<file path="config.mk">
export PLATFORM = sky130hd
export DESIGN_NAME = power_on_reset_gen
export DESIGN_NICKNAME = d
export VERILOG_FILES = /design/src/rtl/rst_gen_pkg.sv /design/src/rtl/sync_2ff.sv /design/src/rtl/power_on_reset_gen.sv
export SDC_FILE = /design/constraint.sdc
export NUM_CORES = 1
export LEC_CHECK = 0
export BUFFER_PORTS_ARGS = -buffer_cell sky130_fd_sc_hd__buf_2
export CELL_PAD_IN_SITES_DETAIL_PLACEMENT = 0
export CELL_PAD_IN_SITES_GLOBAL_PLACEMENT = 1
export CORE_AREA = 2 2 39 41
export CTS_CLUSTER_DIAMETER = 150
export DETAILED_ROUTE_END_ITERATION = 8
export DIE_AREA = 0 0 41 43
export PLACE_DENSITY = 0.64
export SLEW_MARGIN = 10
export SYNTH_ARGS = -nofsm -noshare
export SYNTH_HDL_FRONTEND = slang
export SYNTH_SLANG_ARGS = --single-unit
</file>
<file path="constraint.sdc">
create_clock -name clk_i -period 1.2 [get_ports clk_i]
set_input_delay 0.24 -clock clk_i [delete_from_list [all_inputs] [get_ports clk_i]]
set_output_delay 0.24 -clock clk_i [all_outputs]
set_load 0.01 [all_outputs]
</file>
<file path="src/rtl/rst_gen_pkg.sv">
// Shared types and helpers for the power-on reset generator.
package rst_gen_pkg;

  typedef enum logic [0:0] {HOLD, RUN} state_e;

  // Bits needed to hold a count from 0 up to and including n.
  function automatic int unsigned cnt_width(input int unsigned n);
    return $clog2(n + 1);
  endfunction

endpackage

</file>
<file path="src/rtl/sync_2ff.sv">
// Two-flop synchroniser for a single bit, with configuration-time initial value.
module sync_2ff #(
  parameter logic InitVal = 1'b0
) (
  input  logic clk_i,
  input  logic d_i,
  output logic q_o
);

  logic meta_q = InitVal;
  logic sync_q = InitVal;

  always_ff @(posedge clk_i) begin
    meta_q <= d_i;
    sync_q <= meta_q;
  end

  assign q_o = sync_q;

endmodule

</file>
<file path="src/rtl/power_on_reset_gen.sv">
// Power-on / external reset stretcher driven entirely from configuration-time register values.
// Define RST_GEN_SYNC_EN to pass rst_n_i through a 2-flop synchroniser first.
module power_on_reset_gen
  import rst_gen_pkg::*;
#(
  parameter int unsigned RST_CYCLES = 16
) (
  input  logic clk_i,
  input  logic rst_n_i,
  output logic rst_o,
  output logic rst_n_o,
  output logic por_done_o
);

  localparam int unsigned CW = cnt_width(RST_CYCLES);
  localparam logic [CW-1:0] CntTarget = CW'(RST_CYCLES);
  localparam logic [CW-1:0] CntLast   = CW'(RST_CYCLES - 1);

  logic req_n;

`ifdef RST_GEN_SYNC_EN
  sync_2ff #(
    .InitVal(1'b0)
  ) u_sync (
    .clk_i(clk_i),
    .d_i  (rst_n_i),
    .q_o  (req_n)
  );
`else
  assign req_n = rst_n_i;
`endif

  // Initial values model FPGA configuration state: reset is asserted before any clock edge.
  state_e        state_q    = HOLD;
  state_e        state_d;
  logic [CW-1:0] cnt_q      = '0;
  logic [CW-1:0] cnt_d;
  logic          rst_q      = 1'b1;
  logic          rst_d;
  logic          por_done_q = 1'b0;
  logic          por_done_d;

  always_comb begin
    state_d    = state_q;
    cnt_d      = cnt_q;
    rst_d      = rst_q;
    por_done_d = por_done_q;
    unique case (state_q)
      HOLD: begin
        rst_d = 1'b1;
        if (cnt_q != CntTarget) begin
          cnt_d = cnt_q + CW'(1);
        end
        if (cnt_q == CntLast) begin
          state_d    = RUN;
          rst_d      = 1'b0;
          por_done_d = 1'b1;
        end
      end
      RUN: begin
        rst_d = 1'b0;
      end
    endcase
  end

  // External request wins over counting; por_done is untouched by it.
  always_ff @(posedge clk_i) begin
    if (!req_n) begin
      state_q <= HOLD;
      cnt_q   <= '0;
      rst_q   <= 1'b1;
    end else begin
      state_q    <= state_d;
      cnt_q      <= cnt_d;
      rst_q      <= rst_d;
      por_done_q <= por_done_d;
    end
  end

  assign rst_o      = rst_q;
  assign rst_n_o    = ~rst_q;
  assign por_done_o = por_done_q;

endmodule

</file>
==> impl_table.tex <==
\begin{tabular}{lr}
\hline
Metric & Value \\
\hline
\multicolumn{2}{l}{\textbf{Die}} \\
Number of placement rows & 14 \\
Width of the chip & about 40 um \\
IO Pins & 5 \\
Area of the die & 1763 um2 \\
Chip height & around 43 um \\
Starting density of the core & 24.14\% \\
Core region area & 1384 um2 \\
\multicolumn{2}{l}{\textbf{Clock network}} \\
Number of CTS-inserted buffers & 3 \\
Clock-pin slew reported for the worst setup and hold paths after clock tree synthesis & 60 ps \\
Htree depth & 1 \\
CTS tree & built \\
Clock latency of the later-clocked register in the worst-skew pair & 250 ps \\
Clk sinks & 7 \\
Largest buffer count on any clock path & 2 \\
Hold bufs inserted after CTS & 0 \\
Clock Root Buffer & sky130\_fd\_sc\_hd\_\_clkbuf\_4 \\
\multicolumn{2}{l}{\textbf{Layout}} \\
Antenna diode count & 0 \\
Commonest cells after routing, fill and taps aside & sky130\_fd\_sc\_hd\_\_buf\_4, sky130\_fd\_sc\_hd\_\_inv\_1, sky130\_fd\_sc\_hd\_\_nand2\_1, sky130\_fd\_sc\_hd\_\_dfxtp\_1 \\
Finished layout cell area & 513.0 um2 \\
Commonest non-fill, non-tap cell in the layout & sky130\_fd\_sc\_hd\_\_buf\_4 \\
Nets@finish & 57 \\
Share of cells above drive strength 1 & about half \\
Synth-to-Final Area Change & 53.56\% \\
\multicolumn{2}{l}{\textbf{Drt}} \\
Count of vias placed by the detailed router & 288 \\
Number of detailed-routing iterations run before antenna repair & 4 \\
Drt total wl & 701 um \\
DRC & 0 \\
Final antenna-violating net count & 0 \\
Number of DRC violations after detailed-routing iteration 0 & 3 \\
Ratio of routed vias to standard cells & roughly 4.3 \\
Average wire per cell in the routed design & about 10 um \\
\multicolumn{2}{l}{\textbf{Pwr}} \\
PD cells & 1061 nW/um2 \\
Total Power Consumption & 544.5 uW \\
Peak ir drop on the vdd network & just under 0.5 mV \\
Leakage power figure & 0.0002232 uW \\
\multicolumn{2}{l}{\textbf{Synthesis}} \\
Share of the synthesized area in the top cell type & 41.95\% \\
Synthesized flop and latch total & 7 \\
Post-Syn Area per Cell & a little under 9 um2 \\
Count of mapped cells out of synthesis & 38 \\
Post-synth cell types & 17 \\
Cell type with the largest total area after synthesis & sky130\_fd\_sc\_hd\_\_dfxtp\_1 \\
Netlist area before placement & approximately 330 um2 \\
Biggest area contributors in the synthesized netlist & sky130\_fd\_sc\_hd\_\_dfxtp\_1, sky130\_fd\_sc\_hd\_\_ha\_1, sky130\_fd\_sc\_hd\_\_inv\_1 \\
Total nets after synthesis & 43 \\
Synthesis Warnings & 0 \\
Fraction of the yosys area taken by sequential cells & 41.95\% \\
\multicolumn{2}{l}{\textbf{STA}} \\
Endpoints failing setup & 3 \\
Clock Skews & 5.825 ps \\
Total count of max-transition violations in the final report & 0 \\
Setup repair after global routing missed its margin & yes \\
Clock period minus final worst setup slack & 1250 ps \\
Final period utilization & 104.2\% \\
Final Hold Fails & 0 \\
FMAX & between 700 and 800 MHz \\
Worst Setup Slack, final & -50.14 ps \\
\multicolumn{2}{l}{\textbf{GRT}} \\
Initial antenna violation count & 0 \\
GRT Overall Usage & 10.87\% \\
Total congestion overflow & 0 \\
Vias in the first global route & 271 \\
Global-route wire length before repair & $\sim$1200 um \\
Pin count of the biggest net entering global routing & 6 \\
\multicolumn{2}{l}{\textbf{Setup path}} \\
Launching element type of the critical path & register \\
Ordered cell list for the critical path & inv\_4, ha\_4, and3b\_2, or3\_1, a21oi\_2 \\
Category of the critical setup timing path & register to register \\
Data arrival, critical path & 1440 ps \\
Slowest Stage Delay on Critical Path & approximately 370 ps \\
Cell type of the slowest stage on the worst timing path & sky130\_fd\_sc\_hd\_\_dfxtp\_4 \\
Critical path data required time & 1390 ps \\
Maximum fanout count along the critical path & 3 \\
Worst setup EP type & register \\
\multicolumn{2}{l}{\textbf{Place}} \\
DP HPWL & 446.8 um \\
Number of input and output port buffers inserted & 3 \\
Routability Congestion & 0.7017 \\
Post-DP Area & 396.6 um2 \\
\multicolumn{2}{l}{\textbf{Status}} \\
Violated checks & negative setup slack \\
Status & complete, but fails checks \\
\multicolumn{2}{l}{\textbf{Job}} \\
Count of maximum capacitance violations & 0 \\
\multicolumn{2}{l}{\textbf{Hold path}} \\
Hold/Removal Path Class & primary input to register \\
\hline
\end{tabular}
routing by layer:
metal / vias to the layer above / global-route usage (%) / wire [um]
li1: 145 / - / -
met2: 9 / 15.00 / 370
met1: 130 / 11.65 / 267
met5: - / 0 / 0
met4: 0 / 4.000 / 21
met3: 4 / 9.424 / 42
final timing paths:
kind,cells past startpoint,slack [ps],endpoint,from
max,5,-50,cnt_q[2]$_SDFFE_PN0P_,cnt_q[0]$_SDFFE_PN0P_
min,3,270,cnt_q[1]$_SDFFE_PN0P_,rst_n_i
max reg2reg,5,-50,cnt_q[2]$_SDFFE_PN0P_,cnt_q[0]$_SDFFE_PN0P_
min reg2reg,2,510,cnt_q[1]$_SDFFE_PN0P_,cnt_q[1]$_SDFFE_PN0P_
where the power goes:
| part | internal (uW) | switching, uW | total, uW | leakage, uW |
|---|---|---|---|---|
| logic | 38.6 | 31.4 | 70.0 | 0.000150 |
| registers | 243 | 14.7 | 257 | 0.0000582 |
| clock network | 127 | 90.0 | 217 | 0.0000150 |
critical path: cells and delay by family, from the launching register on:
family          cells  cell delay, ps
compound gates      1             110
fa+ha+maj           1             140
buf+inv             1              40
flops               1             370
simple gates        2             530
stage by stage:
step           cells  util, %  setup TNS (ps)  setup slack [ps]  hold WS (ps)
6_report          67    37.07          -130.3            -50.14         265.8
5_1_grt           67    37.07          -336.5            -126.4         277.9
4_1_cts           67    34.45          -71.43            -46.05         261.9
3_5_place_dp      58    28.66          -293.9            -89.30         482.1
3_3_place_gp      58    28.66          -269.5            -76.42         470.0
2_1_floorplan     38        -          -19.28            -18.52         378.1
cell families after synthesis:
family / after synthesis / share of synthesized area (%)
compound gates: 3 / 6.741
xor+xnor: 1 / 2.622
fa+ha+maj: 3 / 11.24
buf+inv: 8 / 10.11
flops: 7 / 41.95
mux: 2 / 5.993
other cells: 1 / 1.123
simple gates: 13 / 20.23
sequential cells by signal, summed over array words and instances, names as in the netlist:
name and cells:
rst_o 1, state_q 1, cnt_q 5
area by class of cell:
type,instances,area [um2]
Fill cell,140,870.8
Multi-Input combinational cell,23,220.2
Sequential cell,7,147.6
Timing Repair Buffer,10,67.56
Inverter,7,31.28
Clock buffer,4,26.28
Tap cell,16,20.02
synthesized netlist by cell type:
| cell type | count |
|---|---|
| sky130_fd_sc_hd__a21oi_1 | 1 |
| sky130_fd_sc_hd__a21oi_2 | 1 |
| sky130_fd_sc_hd__a221oi_1 | 1 |
| sky130_fd_sc_hd__and3_2 | 1 |
| sky130_fd_sc_hd__and3b_1 | 1 |
| sky130_fd_sc_hd__buf_4 | 1 |
| sky130_fd_sc_hd__conb_1 | 1 |
| sky130_fd_sc_hd__dfxtp_1 | 7 |
| sky130_fd_sc_hd__ha_1 | 3 |
| sky130_fd_sc_hd__inv_1 | 7 |
| sky130_fd_sc_hd__mux2i_1 | 2 |
| sky130_fd_sc_hd__nand2_1 | 5 |
| sky130_fd_sc_hd__nand2b_1 | 1 |
| sky130_fd_sc_hd__nand4b_1 | 1 |
| sky130_fd_sc_hd__nor2_1 | 3 |
| sky130_fd_sc_hd__or3_1 | 1 |
| sky130_fd_sc_hd__xor2_1 | 1 |
what timing repair did:
action / in CTS / in global routing
setup buffers: 5 / 0
resized for setup: 6 / 8
pin swaps: 1 / 3
setup endpoints to repair: 4 / 4
No activity file was read; power rests on OpenSTA's default activity.
